==> config.mk <==
export PLATFORM = sky130hd
export DESIGN_NAME = ram_output_ctrl
export DESIGN_NICKNAME = d
export VERILOG_FILES = /design/src/rtl/ram_output_ctrl.sv
export SDC_FILE = /design/constraint.sdc
export NUM_CORES = 1
export LEC_CHECK = 0
export BUFFER_PORTS_ARGS = -buffer_cell sky130_fd_sc_hd__buf_2
export CORE_ASPECT_RATIO = 0.6
export CORE_MARGIN = 4
export CORE_UTILIZATION = 45
export DETAILED_ROUTE_END_ITERATION = 12
export PLACE_DENSITY = 0.7
export SLEW_MARGIN = 15
export SYNTH_ARGS = -nofsm -noshare
export SYNTH_HDL_FRONTEND = slang
export SYNTH_SLANG_ARGS = --single-unit
==> constraint.sdc <==
create_clock -name clk_peripheral_n -period 5.53 [get_ports clk_peripheral_n]
set_input_delay 0.8295 -clock clk_peripheral_n [delete_from_list [all_inputs] [get_ports clk_peripheral_n]]
set_output_delay 0.8295 -clock clk_peripheral_n [all_outputs]
set_load 0.01 [all_outputs]
==> src/rtl/ram_output_ctrl.sv <==
// rtl/ram_output_ctrl.sv - RAM read-data output register and CPU wait generator
// Registers per-channel read data and drives wait_a_n from AXI address readiness.
module ram_output_ctrl #(
  parameter int DATA_W       = 8,
  parameter int CHANNELS     = 2,
  parameter int CAPTURE_MODE = 0,
  parameter int MIN_WAIT     = 1,
  parameter int TIMEOUT      = 1024,
  parameter int CNT_W        = 16
) (
  input  logic                       clk_peripheral_n,
  input  logic                       reset_n,
  input  logic [CHANNELS*DATA_W-1:0] data_i,
  input  logic [CHANNELS-1:0]        data_valid_i,
  output logic [CHANNELS*DATA_W-1:0] data_o,
  output logic [CHANNELS-1:0]        data_valid_o,
  input  logic                       aw_ready,
  input  logic                       ar_ready,
  output logic                       wait_a_n,
  input  logic                       clear_i,
  output logic                       timeout_o,
  output logic [CNT_W-1:0]           wait_cycles_o
);

  localparam logic [CNT_W-1:0] MIN_CNT = CNT_W'(MIN_WAIT);
  localparam logic [CNT_W-1:0] TMO_CNT = CNT_W'(TIMEOUT);
  localparam logic [CNT_W-1:0] CNT_ONE = CNT_W'(1);
  localparam logic [CNT_W-1:0] CNT_MAX = {CNT_W{1'b1}};
  localparam bit               TMO_EN  = (TIMEOUT != 0);

  typedef enum logic [1:0] {
    S_READY   = 2'd0,
    S_WAIT    = 2'd1,
    S_TIMEOUT = 2'd2
  } state_t;

  state_t           state;
  logic [CNT_W-1:0] cnt;
  logic             ready;

  assign ready = aw_ready & ar_ready;

  generate
    if (CAPTURE_MODE == 0) begin : g_free
      logic unused_valid;
      assign unused_valid = ^data_valid_i;

      always_ff @(posedge clk_peripheral_n) begin
        if (!reset_n) begin
          data_o       <= '0;
          data_valid_o <= '0;
        end else begin
          data_o       <= data_i;
          data_valid_o <= '1;
        end
      end
    end else begin : g_capture
      // Each channel loads on its own strobe; untouched channels hold.
      always_ff @(posedge clk_peripheral_n) begin
        if (!reset_n) begin
          data_o       <= '0;
          data_valid_o <= '0;
        end else begin
          data_valid_o <= data_valid_i;
          for (int c = 0; c < CHANNELS; c++) begin
            if (data_valid_i[c]) begin
              data_o[c*DATA_W +: DATA_W] <= data_i[c*DATA_W +: DATA_W];
            end
          end
        end
      end
    end
  endgenerate

  // The timeout set is written after the clear so a coincident set wins.
  always_ff @(posedge clk_peripheral_n) begin
    if (!reset_n) begin
      state         <= S_READY;
      wait_a_n      <= 1'b1;
      timeout_o     <= 1'b0;
      wait_cycles_o <= '0;
      cnt           <= '0;
    end else begin
      if (clear_i) begin
        timeout_o <= 1'b0;
      end
      case (state)
        S_READY: begin
          if (!ready) begin
            state    <= S_WAIT;
            wait_a_n <= 1'b0;
            cnt      <= CNT_ONE;
          end
        end
        S_WAIT: begin
          if (ready && (cnt >= MIN_CNT)) begin
            state         <= S_READY;
            wait_a_n      <= 1'b1;
            wait_cycles_o <= cnt;
          end else if (TMO_EN && (cnt == TMO_CNT)) begin
            state         <= S_TIMEOUT;
            wait_a_n      <= 1'b1;
            timeout_o     <= 1'b1;
            wait_cycles_o <= cnt;
          end else if (cnt != CNT_MAX) begin
            cnt <= cnt + CNT_ONE;
          end
        end
        S_TIMEOUT: begin
          // CPU already released; hold off a new wait until the bus recovers.
          if (ready) begin
            state <= S_READY;
          end
        end
        default: begin
          state    <= S_READY;
          wait_a_n <= 1'b1;
        end
      endcase
    end
  end

endmodule

==> Yosys cells after proc, flatten, opt, wreduce, memory -nomap -nowiden <==
Cells that the tools add are included.
{ "totals": {"regBits": 54, "inputBits": 23} }
{ "op_classes": {"n_addsub": 1, "reduce_logical": 8, "n_mux": 21, "bitwise_logic": 2, "magnitude_cmp": 1, "eq_ne": 10} }
{ "op_table": {"columns": ["operator", "count"], "rows": [
  ["$mux 16", 6],
  ["$pmux 16 s2", 1],
  ["$add 16x1->16 const B", 1],
  ["$eq 16x11->1 const B", 1],
  ["$ge 16x1->1 const B", 1],
  ["$ne 16x16->1 const B", 1],
  ["$mux 2", 5],
  ["$ne 2x2->1 const B", 5],
  ["$mux 1", 7],
  ["$pmux 2 s3", 1],
  ["$reduce_and 3->1", 2],
  ["$reduce_and 5->1", 1],
  ["$reduce_bool 2->1", 2],
  ["$ne 3x3->1 const B", 1],
  ["$pmux 1 s3", 1],
  ["$eq 2x1->1 const B", 1],
  ["$eq 2x2->1 const B", 1],
  ["$logic_not 2->1", 1],
  ["$reduce_and 2->1", 1],
  ["$and 1x1->1", 1],
  ["$logic_and 1x1->1", 1],
  ["$not 1->1", 1]
]} }

==> Depth between registers and ports, before layout <==
Gate-level depths: netlist of the first run.
{ "depth": {"word_depth": 5, "depth_mapped": 10} }

==> Worst setup path after synthesis of the first run <==
OpenSTA, ideal clock, no wires.
{ "synth_path": {"path_type": "input to register", "from": "input aw_ready", "to": "register cnt[13]", "cell_stages": 5, "path_slack_ns": 3.381, "setup_time_ns": 0.070, "t_required_ns": 5.460, "arrival_time_ns": 2.079, "cell_sequence": "and3b_1 > nor3_1 > nand4_1 > or4_1 > a21oi_1"} }
{ "synth_between": {"elab_chain_cells": 4, "elab_cells_between_ends": 5} }
{ "synth_rtl": {"columns": ["item", "line_no", "rtl"], "rows": [
  ["start, declared", "17", "input logic aw_ready,"],
  ["$and 1x1->1 *", "41", "assign ready = aw_ready & ar_ready;"],
  ["$logic_and 1x1->1", "96", "if (ready && (cnt >= MIN_CNT)) begin"],
  ["$ne 2x2->1 (no source line)", null, null],
  ["$reduce_and 5->1 (no source line) *", null, null],
  ["end signal, assigned", "106", "cnt <= cnt + CNT_ONE;"],
  ["end, declared", "38", "logic [CNT_W-1:0] cnt;"]
]} }
Every way passes the cells marked *; elsewhere a longest branch is shown, timed or not.
A chain may end at the register's enable or synchronous reset.

==> Worst setup path after layout of the first run <==
{ "layout_path": {"from": "register cnt[0]", "to": "register cnt[0]"} }
{ "layout_between": {"elab_chain_cells": 5, "elab_cells_between_ends": 13} }
{ "layout_rtl": {"columns": ["item", "line_no", "rtl"], "rows": [
  ["$add 16x1->16", "106", null],
  ["$mux 16", "105", "end else if (cnt != CNT_MAX) begin"],
  ["$mux 16", "100", "end else if (TMO_EN && (cnt == TMO_CNT)) begin"],
  ["$mux 16", "96", null],
  ["$pmux 16 s2", "87", "case (state)"]
]} }
Parallel ways exist; a longest one is shown, timed or not. The select of a mux whose other input is x is not followed.

==> flow_summary.rst, run 1 <==
.. list-table::
   :header-rows: 1

   * - Metric
     - Value
   * - Hold violation total from the final report
     - 0
   * - Setup repair after global routing missed its margin
     - no
   * - Share of post-route cells with drive strength above 1
     - 23.5%
   * - Proportion of synthesized chip area in sequential cells
     - 47.3%
   * - Setup-failing EPs final
     - 0
   * - Most instantiated flip-flop cell in the synthesis netlist
     - dfxtp_1
   * - Synth warn
     - 0
   * - Cell area after synthesis
     - 2240 sq um
   * - Max VDD drop
     - 134 uV
   * - Max transition margin
     - 41.9%
   * - Number of buffers added by the clock tree synthesis step
     - 5
   * - Clock tree from TritonCTS
     - built
   * - Number of vias after detailed routing
     - 1986
   * - Critical path class
     - flop to flop
   * - Synthesized netlist net count
     - 275
   * - Number of synthesized flops with an enable pin
     - 0
   * - Number of antenna violations at the first check in global routing
     - 0
   * - Register-to-register setup slack
     - 3.05 ns
   * - Fraction of registers with async set/reset
     - 0%
   * - Final critical delay including setup and external delays
     - 2.48 ns
   * - Clock Tree Buf Depth
     - 2
   * - Number of rows created at floorplan
     - 19
   * - Leakage power of the design
     - 1.04 nW
   * - Count of max-cap constraint violations
     - 0
   * - Flops & latches, synth
     - 53
   * - Number of nets in the layout
     - 323
   * - Cell-by-cell trace of the critical path
     - inv_1 > ha_1 > nor4b_1 > and4_1 > a2bb2oi_2 > and3_1 > o221a_2
   * - Effective utilization at floorplan
     - 47.9%
   * - Cells resized by post-CTS repair
     - 0
   * - Number of DRC violations after detailed-routing iteration 0
     - 120
   * - Share of the clock period used by the worst path
     - 44.9%
   * - Number of distinct library cells after synthesis
     - 39
   * - Critical-path maximum fanout
     - 18
   * - Critical R2R Launch
     - cnt[0]
   * - Arrival @ worst endpoint
     - 2.73 ns
   * - Start point of the critical path
     - cnt[0]
   * - Clock slew seen by the registers of the worst setup and hold paths
     - 0.09 ns
   * - Count of unresolved DRC violations after routing
     - 0
   * - Antenna-violating nets left
     - 0
   * - Worst Tran Pin Value
     - 0.870 ns
   * - Routability cong.
     - 0.805
   * - Diodes inserted
     - 0
   * - Drt wl/cell
     - 14.0 microns
   * - Wirelength, routed
     - 5.06 mm
   * - Buffers added on ports
     - 56
   * - Die Wd
     - 99.2 microns
   * - Post-route setup TNS
     - 0 ns
   * - Kind of start point of the critical path
     - flop
   * - Root cell of the clock tree
     - clkbuf_8
   * - Vias in the first global route
     - 1815
   * - First-pass GRT wire length
     - 8.64 mm
   * - R2r worst-path depth
     - 7
   * - Post-layout power
     - 0.000724 W
   * - Clock Sinks
     - 53
   * - Total gr overflow
     - 0
   * - Core Box Area
     - 4680 sq um
   * - Post-CTS Setup Bufs
     - 0
   * - Die boundary height
     - 62.7 microns
   * - Setup crit end
     - cnt[0]
   * - Min-Delay Startpoint
     - wait_cycles_o[2]
   * - Synthesis-to-finish area growth
     - 18.1%
   * - DR pass1 iterations
     - 4
   * - Via density per instance
     - 5.50
   * - CTS Hold Bufs
     - 0
   * - R2R Path End
     - cnt[0]
   * - Highest clock rate
     - 403 MHz
   * - Library cell contributing the largest single delay on the critical path
     - a2bb2oi_2
   * - Power per Cell Area
     - 273 nW/um^2
   * - Post-Route Utilization
     - 56.6%
   * - Kind of path behind the tightest hold check
     - flop to flop
   * - Worst setup EP type
     - flop
   * - Slowest stage delay, CP
     - 0.68 ns
   * - Synth Instances
     - 249
   * - Total count of max-transition violations in the final report
     - 0
   * - I/O pin count
     - 59
   * - Data required time at the worst endpoint
     - 5.78 ns
   * - Maximum level of the CTS H-tree
     - 2
   * - Clock Latency Late Sink
     - 0.30 ns
   * - Fill count
     - 431
   * - Post-Route Hold Slack
     - 0.463 ns
   * - HPWL after detailed placement
     - 3.61 mm
   * - Overall track demand over capacity in global routing
     - 16.9%
   * - Status
     - completed
   * - Die ar.
     - 6220 sq um
   * - Avg Synthesized Cell Area
     - 9.01 sq um
   * - Worst Skew
     - 0.00417 ns
   * - Maximum number of pins on one net before global-route repair
     - 43
## metrics by stage
stage,std cells,cell area [sq um],worst slack [ns]
2_1_floorplan,249,2240,3.38
6_report,361,2650,3.05
3_3_place_gp,353,2530,2.94
4_1_cts,361,2650,2.99
5_1_grt,361,2650,2.77
3_5_place_dp,353,2530,2.93
## cells by family (layout without fill, tap and decap cells)
group,count (synthesis),count (layout),synth area share [%]
DFF,53,53,47.3
and+or+nand+nor,122,122,30.1
muxes,2,2,0.892
buffers and inverters,19,68,4.12
AOI/OAI and AO/OA,50,50,15.9
adders and majority gates,3,3,1.67
## report_power, final
part	internal [W]	switching [W]	total, W
Combinational	0.0000242	0.0000332	0.0000574
Clock	0.000147	0.000123	0.000270
Sequential	0.000391	0.00000546	0.000396
Total	0.000562	0.000162	0.000724
## flip-flops by register name, summed over array words and instances, names as in the netlist
signal / flops
cnt: 16
data_o: 16
data_valid_o: 1
state: 2
timeout_o: 1
wait_a_n: 1
wait_cycles_o: 16
## cells in the mapped netlist, drive strengths merged (6+ instances only)
cell / count / area, sq um
a21oi: 13 / 65.1
nand4: 9 / 56.3
and4: 7 / 63.8
and2: 19 / 119
or4: 8 / 60.1
a21boi: 17 / 128
nand2: 47 / 176
o31ai: 8 / 60.1
dfxtp: 53 / 1060
clkbuf: 6 / 22.5
buf: 10 / 58.8
nand3: 8 / 40.0
## critical path, delay by kind of cell, from the launching register on
| kind | cells | cell delay, ns |
|---|---|---|
| buf+inv | 1 | 0.09 |
| compound gates | 2 | 0.86 |
| flops | 1 | 0.40 |
| simple gates | 3 | 0.94 |
| fa+ha+maj | 1 | 0.13 |
## metal layers
layer	global-route usage, %	wire (microns)	part of all wire (%)	vias up
li1	-	-	-	989
met3	5.35	373	7.4	4
met2	24.2	2160	43	55
met5	0	0	0	-
met1	24.6	2490	49	938
met4	4.09	34	0.67	0
## worst min path at each step
stage	end	depth (start not counted)	slack [ns]
3_5_place_dp	wait_cycles_o[3]	2	0.45
5_1_grt	wait_cycles_o[0]	2	0.49
3_3_place_gp	wait_cycles_o[2]	2	0.45
4_1_cts	wait_cycles_o[3]	2	0.47
2_1_floorplan	state[0]	1	0.46
6_report	wait_cycles_o[2]	2	0.46
## final cells by class
cell class                 count  area (sq um)  share of cell area [%]
clock inverter                 2          37.5                    1.42
inverter                       3          11.3                   0.425
multi-input combinational    177          1090                    41.2
clock buffer                   6          82.6                    3.12
tap                           63          78.8                    2.97
timing repair buffer          57           288                    10.9
sequential                    53          1060                    40.0
## cell usage in the layout (no fill, tap or decap), types with 2 or more instances in the layout
master,instances
ha_1,3
o41ai_1,2
o31ai_1,8
a21boi_0,17
nor4_1,2
dfxtp_1,53
and3_1,4
a21oi_1,13
nand3_1,8
nand2_1,47
and4_1,6
nand3b_1,2
nand2b_1,3
and2_1,19
nand4_1,9
o21ai_0,3
buf_2,56
or4_1,8
or4b_1,2
clkbuf_8,6
mux2i_1,2
nor2_1,3
nor3_1,3
inv_1,3
(Power assumes the default switching activity.)
==> inputs of run 2 (changes only) <==
==> constraint.sdc (replaced) <==
create_clock -name clk_peripheral_n -period 2.4 [get_ports clk_peripheral_n]
set_input_delay 0.36 -clock clk_peripheral_n [delete_from_list [all_inputs] [get_ports clk_peripheral_n]]
set_output_delay 0.36 -clock clk_peripheral_n [all_outputs]
set_load 0.01 [all_outputs]
==> run 2 against run 1 <==
Against the previous run: design area grew 4.3%; wire length grew 6.7%; clock skew grew 0.0034 ns; sequential share of layout area shrank 1.6 points; clock power grew 130%; via count grew 1.2%; combinational power grew to 2.6 times the previous value; clock-buffer cell count grew 1; worst setup slack lost 2.9 ns; core utilization grew 2.4 points; power grew 130%.
==> flow_summary.rst, run 2 (synthesis gave the netlist of run 1 again) <==
.. list-table::
   :header-rows: 1

   * - Metric
     - Value
   * - Share of the clock period used by the worst path
     - 93.7% (+49 points)
   * - Slowest stage delay, CP
     - 0.50 ns (-0.18 ns)
   * - Wirelength, routed
     - 5.39 mm (+6.7%)
   * - Max VDD drop
     - 381 uV (+180%)
   * - Library cell contributing the largest single delay on the critical path
     - or4_1
   * - Count of unresolved DRC violations after routing
     - 0 (unchanged)
   * - Total count of max-transition violations in the final report
     - 0 (unchanged)
   * - Setup repair after global routing missed its margin
     - no
   * - Gr busiest metal
     - met1
   * - Die ar.
     - 6220 sq um (unchanged)
   * - HPWL after detailed placement
     - 4.07 mm (+13%)
   * - Summed area of non-filler cells in the final layout
     - 2760 sq um (+4.3%)
   * - Root cell of the clock tree
     - clkbuf_8
   * - Met2 track demand over resource
     - 25.1% (+0.92 points)
   * - Clock Sinks
     - 53 (unchanged)
   * - Cell-by-cell trace of the critical path
     - inv_1 > ha_1 > nor4b_1 > and4_1 > o2bb2ai_2 > buf_4 > or4_1 > a21oi_1
   * - Die boundary height
     - 62.7 microns (unchanged)
   * - Cells resized by post-CTS repair
     - 0 (unchanged)
   * - Final critical delay including setup and external delays
     - 2.25 ns (-0.231 ns)
   * - Hold violation total from the final report
     - 0 (unchanged)
   * - Max transition margin
     - 70.1% (+28 points)
   * - Post-route setup TNS
     - 0 ns (unchanged)
   * - Antenna-violating nets left
     - 0 (unchanged)
   * - Status
     - completed
   * - I/O pin count
     - 59 (unchanged)
   * - Share of post-route cells with drive strength above 1
     - 26.6% (+3.1 points)
   * - Count of max-cap constraint violations
     - 0 (unchanged)
   * - Leakage power of the design
     - 1.12 nW (+7.3%)
   * - Number of buffers added by the clock tree synthesis step
     - 5 (unchanged)
   * - Worst Skew
     - 0.00758 ns (+0.00341 ns)
   * - Total gr overflow
     - 0 (unchanged)
   * - Clock tree from TritonCTS
     - built
   * - Core Box Area
     - 4680 sq um (unchanged)
   * - Diodes inserted
     - 0 (unchanged)
   * - Total stage count of the critical path
     - 8 (+1)
   * - Clock slew seen by the registers of the worst setup and hold paths
     - 0.09 ns (about the same)
   * - Clock Tree Buf Depth
     - 2 (unchanged)
   * - Drt wl/cell
     - 14.4 microns (+2.7%)
   * - Critical path class
     - flop to flop
   * - CTS Hold Bufs
     - 0 (unchanged)
   * - Data required time at the worst endpoint
     - 2.63 ns (-3.15 ns)
   * - Number of rows created at floorplan
     - 19 (unchanged)
   * - Overall track demand over capacity in global routing
     - 17.5% (+0.56 points)
   * - Number of DRC violations after detailed-routing iteration 0
     - 139 (+16%)
   * - Placement Cell Area
     - 2650 sq um (+4.6%)
   * - Post-CTS Setup Bufs
     - 0 (unchanged)
   * - Setup-failing EPs final
     - 0 (unchanged)
   * - Synthesis-to-finish area growth
     - 23.1%
   * - DR pass1 iterations
     - 4 (unchanged)
   * - Worst setup EP type
     - flop
   * - Vias in the first global route
     - 1853 (+2.1%)
   * - R2r worst-path depth
     - 8 (+1)
   * - Power per Cell Area
     - 606 nW/um^2 (+120%)
   * - Via density per instance
     - 5.36 (-2.6%)
   * - Number of vias after detailed routing
     - 2009 (+1.2%)
   * - First-pass GRT wire length
     - 8.89 mm (+3.0%)
   * - Routability cong.
     - 0.885 (+9.9%)
   * - Biggest regs
     - cnt (16), data_o (16), wait_cycles_o (16)
   * - Kind of start point of the critical path
     - flop
   * - Arrival @ worst endpoint
     - 2.48 ns (-0.25 ns)
   * - Kind of path behind the tightest hold check
     - input port to flop
   * - Number of nets in the layout
     - 337 (+4.3%)
   * - Fill count
     - 442 (+2.6%)
   * - Buffers added on ports
     - 56 (unchanged)
   * - Maximum number of pins on one net before global-route repair
     - 35 (-19%)
   * - Clock Latency Late Sink
     - 0.30 ns (about the same)
   * - Maximum level of the CTS H-tree
     - 2 (unchanged)
   * - Critical-path maximum fanout
     - 13 (-5)
   * - Number of antenna violations at the first check in global routing
     - 0 (unchanged)
   * - Worst Tran Pin Value
     - 0.447 ns (-0.423 ns)
   * - Met3 layer usage reported by global route
     - 4.68% (-0.67 points)
   * - Highest clock rate
     - 444 MHz (+10%)
   * - Top delay family on crit path
     - simple AND/OR/NAND/NOR gates
   * - Footprint of the multi-input gates
     - 1090 sq um (unchanged)
   * - Met1 track demand over resource in global routing
     - 26.1% (+1.5 points)
   * - Crit path buf inv count
     - 2 (+1)
   * - Post-layout power
     - 0.00168 W (+130%)
   * - Most frequent standard cell in the layout excluding fill and tap cells
     - buf_2
   * - FF+latch area
     - 1060 sq um (unchanged)
   * - Post-Route Utilization
     - 59.0% (+2.4 points)
   * - Die Wd
     - 99.2 microns (unchanged)
   * - Effective utilization at floorplan
     - 47.9% (unchanged)
   * - Commonest cells after routing, fill and taps aside
     - buf_2, dfxtp_1, nand2_1
   * - Hold Path Cell Cnt
     - 2 (unchanged)
-- run 2: cell types whose count changed in the layout (fill, tap and decap cells not counted), sizes merged --
| cell | previous run | this run |
|---|---|---|
| buf | 57 | 71 |
| clkbuf | 6 | 7 |
| clkinvlp | 1 | 0 |
-- run 2: power by group --
group / internal [W] / switching, W / total [W] / leakage, nW
clock network: 0.000340 / 0.000278 / 0.000618 / 0.0585
logic: 0.0000663 / 0.0000832 / 0.000149 / 0.630
registers: 0.000900 / 0.00000838 / 0.000909 / 0.433
-- run 2: area by class of cell --
class	instances	area share, %
repair buffers	71	14.7
clock inverters	1	1.09
clock buffers	7	3.12
flip-flops and latches	53	38.4
multi-input cells	177	39.5
well taps	63	2.85
inverters	3	0.407
-- run 2: path summary, 6_finish.rpt --
check                                       from          endpoint  slack (ns)
worst min register to register  wait_cycles_o[4]  wait_cycles_o[4]        0.46
worst max-delay path                      cnt[1]           cnt[13]        0.15
worst max register to register            cnt[1]           cnt[13]        0.15
worst min-delay path                  data_i[13]        data_o[13]        0.25
-- run 2: layer usage --
layer / wire (microns) / share of wire, % / vias to the layer above
met3: 397 / 7.4 / 5
li1: - / - / 1020
met4: 39 / 0.72 / 0
met5: 0 / 0 / -
met2: 2230 / 41 / 60
met1: 2720 / 50 / 924
-- run 2: per-stage QoR --
| step | worst slack, ns | cells | hold slack (ns) |
|---|---|---|---|
| 2_1_floorplan | 0.361 | 249 | 0.388 |
| 3_3_place_gp | 0.230 | 367 | 0.444 |
| 3_5_place_dp | 0.241 | 367 | 0.454 |
| 4_1_cts | 0.197 | 375 | 0.249 |
| 5_1_grt | 0.0555 | 375 | 0.253 |
| 6_report | 0.150 | 375 | 0.254 |
==> inputs of run 3 (changes only) <==
--- a/config.mk
+++ b/config.mk
@@ -6,11 +6,13 @@
 export NUM_CORES = 1
 export LEC_CHECK = 0
 export BUFFER_PORTS_ARGS = -buffer_cell sky130_fd_sc_hd__buf_2
+export CELL_PAD_IN_SITES_DETAIL_PLACEMENT = 0
+export CELL_PAD_IN_SITES_GLOBAL_PLACEMENT = 1
 export CORE_ASPECT_RATIO = 0.6
 export CORE_MARGIN = 4
-export CORE_UTILIZATION = 45
+export CORE_UTILIZATION = 38
 export DETAILED_ROUTE_END_ITERATION = 12
-export PLACE_DENSITY = 0.7
+export PLACE_DENSITY_LB_ADDON = 0.1
 export SLEW_MARGIN = 15
 export SYNTH_ARGS = -nofsm -noshare
 export SYNTH_HDL_FRONTEND = slang
==> run 3 against run 2 <==
Against the previous run: register-to-register slack improved by 0.04 ns; critical path depth did not move; worst setup slack improved by 0.040 ns; highest routed layer unchanged; sequential share of layout area is 0.10 points lower; non-clock buffer count down 1; first-iteration DRC count rose by 13%.
==> flow_summary.rst, run 3 (synthesis gave the netlist of run 1 again) <==
.. list-table::
   :header-rows: 1

   * - Metric
     - Value
   * - Status
     - completed
   * - Number of vias after detailed routing
     - 1978 (-1.5%)
   * - Post-route setup TNS
     - 0 ns (unchanged)
   * - Critical-path maximum fanout
     - 22 (+9)
   * - Setup Slack @ Placement
     - 0.116 ns (-0.125 ns)
   * - Max transition margin
     - 70.5% (+0.39 points)
   * - Worst setup EP type
     - flop
   * - Worst Tran Pin Value
     - 0.441 ns (-0.00573 ns)
   * - Antenna-violating nets left
     - 0 (unchanged)
   * - Count of max-cap constraint violations
     - 0 (unchanged)
   * - Setup-failing EPs final
     - 0 (unchanged)
   * - Via density per instance
     - 5.06 (-5.6%)
   * - Highest clock rate
     - 453 MHz (+1.8%)
   * - Vias in the first global route
     - 1859 (+0.32%)
   * - DR pass1 iterations
     - 4 (unchanged)
   * - Fill count
     - 563 (+27%)
   * - Clock slew seen by the registers of the worst setup and hold paths
     - 0.09 ns (about the same)
   * - Post-Route Hold Slack
     - 0.257 ns (+0.00249 ns)
   * - Critical path class
     - flop to flop
   * - Biggest regs
     - cnt (16), data_o (16), wait_cycles_o (16)
   * - Hold Crit Endpoint
     - data_o[13]
   * - Arrival @ worst endpoint
     - 2.43 ns (-0.05 ns)
   * - Kind of start point of the critical path
     - flop
   * - Total count of max-transition violations in the final report
     - 0 (unchanged)
   * - Number of nets in the layout
     - 336 (-0.30%)
   * - Min-Delay Startpoint
     - data_i[13]
   * - FF+latch area
     - 1060 sq um (unchanged)
   * - Die ar.
     - 7240 sq um (+16%)
   * - Clock Latency Late Sink
     - 0.30 ns (about the same)
   * - Register-to-register setup slack
     - 0.19 ns (+0.04 ns)
   * - Summed area of non-filler cells in the final layout
     - 2770 sq um (+0.27%)
   * - Number of antenna violations at the first check in global routing
     - 0 (unchanged)
   * - Data required time at the worst endpoint
     - 2.63 ns (about the same)
   * - Buffers added on ports
     - 56 (unchanged)
   * - Hold violation total from the final report
     - 0 (unchanged)
   * - Post-CTS Setup Bufs
     - 0 (unchanged)
   * - I/O pin count
     - 59 (unchanged)
   * - Commonest cells after routing, fill and taps aside
     - buf_2, dfxtp_1, nand2_1
   * - Count of unresolved DRC violations after routing
     - 0 (unchanged)
   * - CTS Hold Bufs
     - 0 (unchanged)
   * - Routability cong.
     - 0.880 (-0.52%)
   * - Clock tree from TritonCTS
     - built
   * - Total gr overflow
     - 0 (unchanged)
   * - R2R Path End
     - cnt[7]
   * - Number of rows created at floorplan
     - 21 (+2)
   * - Die Wd
     - 107 microns (+8.1%)
   * - Maximum level of the CTS H-tree
     - 2 (unchanged)
   * - Root cell of the clock tree
     - clkbuf_8
   * - Die boundary height
     - 67.5 microns (+7.7%)
   * - Synthesis-to-finish area growth
     - 23.5%
   * - Leakage power of the design
     - 1.12 nW (-0.49%)
   * - HPWL after detailed placement
     - 3.97 mm (-2.6%)
   * - Wirelength, routed
     - 5.35 mm (-0.82%)
   * - Worst Skew
     - 0.00339 ns (-0.00419 ns)
   * - Worst Slack Setup Final
     - 0.191 ns (+0.0404 ns)
   * - Final critical delay including setup and external delays
     - 2.21 ns (-0.0404 ns)
   * - Cells resized by post-CTS repair
     - 0 (unchanged)
   * - Overall track demand over capacity in global routing
     - 16.0% (-1.5 points)
   * - Number of buffers added by the clock tree synthesis step
     - 5 (unchanged)
   * - Maximum number of pins on one net before global-route repair
     - 34 (-2.9%)
   * - Clock Tree Buf Depth
     - 2 (unchanged)
   * - Most frequent standard cell in the layout excluding fill and tap cells
     - buf_2
   * - Power per Cell Area
     - 602 nW/um^2 (-0.68%)
   * - Drt wl/cell
     - 13.7 microns (-4.9%)
   * - Setup repair after global routing missed its margin
     - no
   * - R2r worst-path depth
     - 8 (unchanged)
   * - Effective utilization at floorplan
     - 39.7% (-8.2 points)
   * - Hold Path Cell Cnt
     - 2 (unchanged)
   * - Core Box Area
     - 5650 sq um (+21%)
   * - Clock Sinks
     - 53 (unchanged)
   * - Critical R2R Launch
     - cnt[1]
   * - Post-layout power
     - 0.00167 W (-0.41%)
   * - Kind of path behind the tightest hold check
     - input port to flop
   * - First-pass GRT wire length
     - 9.07 mm (+2.0%)
   * - Footprint of the multi-input gates
     - 1100 sq um (+0.57%)
   * - Share of the clock period used by the worst path
     - 92.1% (-1.7 points)
   * - Share of post-route cells with drive strength above 1
     - 26.7% (+0.086 points)
   * - Placement Cell Area
     - 2650 sq um (about the same)
   * - Diodes inserted
     - 0 (unchanged)
   * - Max VDD drop
     - 252 uV (-34%)
   * - Number of DRC violations after detailed-routing iteration 0
     - 157 (+13%)
run 3: cell count changes in the layout (fill, tap and decap cells not counted):
cell | previous run | this run
buf_12 | 1 | 0
nor4b_1 | 1 | 0
nor4b_2 | 0 | 1
run 3: critical path: stages (launching register included):
cell and delay (ns):
dfxtp_1 0.37, inv_1 0.10, ha_1 0.14, nor4b_2 0.25
and4_1 0.32, o2bb2ai_2 0.09, buf_4 0.21, or4_1 0.51
a21oi_1 0.14
run 3: how the worst max path moves through the flow:
stage          startpoint  endpoint  slack (ns)  cells past startpoint
2_1_floorplan      cnt[0]   cnt[12]        0.36                     10
3_3_place_gp       cnt[1]   cnt[12]        0.14                      8
3_5_place_dp       cnt[1]   cnt[12]        0.12                      8
4_1_cts            cnt[1]    cnt[7]        0.08                      8
5_1_grt            cnt[1]   cnt[13]        0.05                      8
6_report           cnt[1]    cnt[7]        0.19                      8
run 3: power breakdown:
part,switching (W),internal [W]
combinational,0.0000808,0.0000631
clock,0.000276,0.000340
sequential,0.00000874,0.000900
total,0.000366,0.00130
run 3: cell type report:
class / instances / share of cell area (%)
timing repair buffer: 70 / 13.9
clock inverter: 1 / 1.08
tap: 80 / 3.61
sequential: 53 / 38.3
inverter: 3 / 0.406
multi-input combinational: 177 / 39.6
clock buffer: 7 / 3.12
run 3: per-layer routing:
layer,vias up,GRT usage [%],share of wire (%)
met3,2,4.87,8.2
met2,67,23.5,40
li1,1017,-,-
met4,0,3.83,0.43
met5,-,0,0
met1,892,22.9,51
run 3: metrics by stage:
stage,utilization [%],cells
3_3_place_gp,46.9,383
2_1_floorplan,-,249
5_1_grt,49.1,391
4_1_cts,48.9,391
6_report,49.1,391
3_5_place_dp,46.9,383
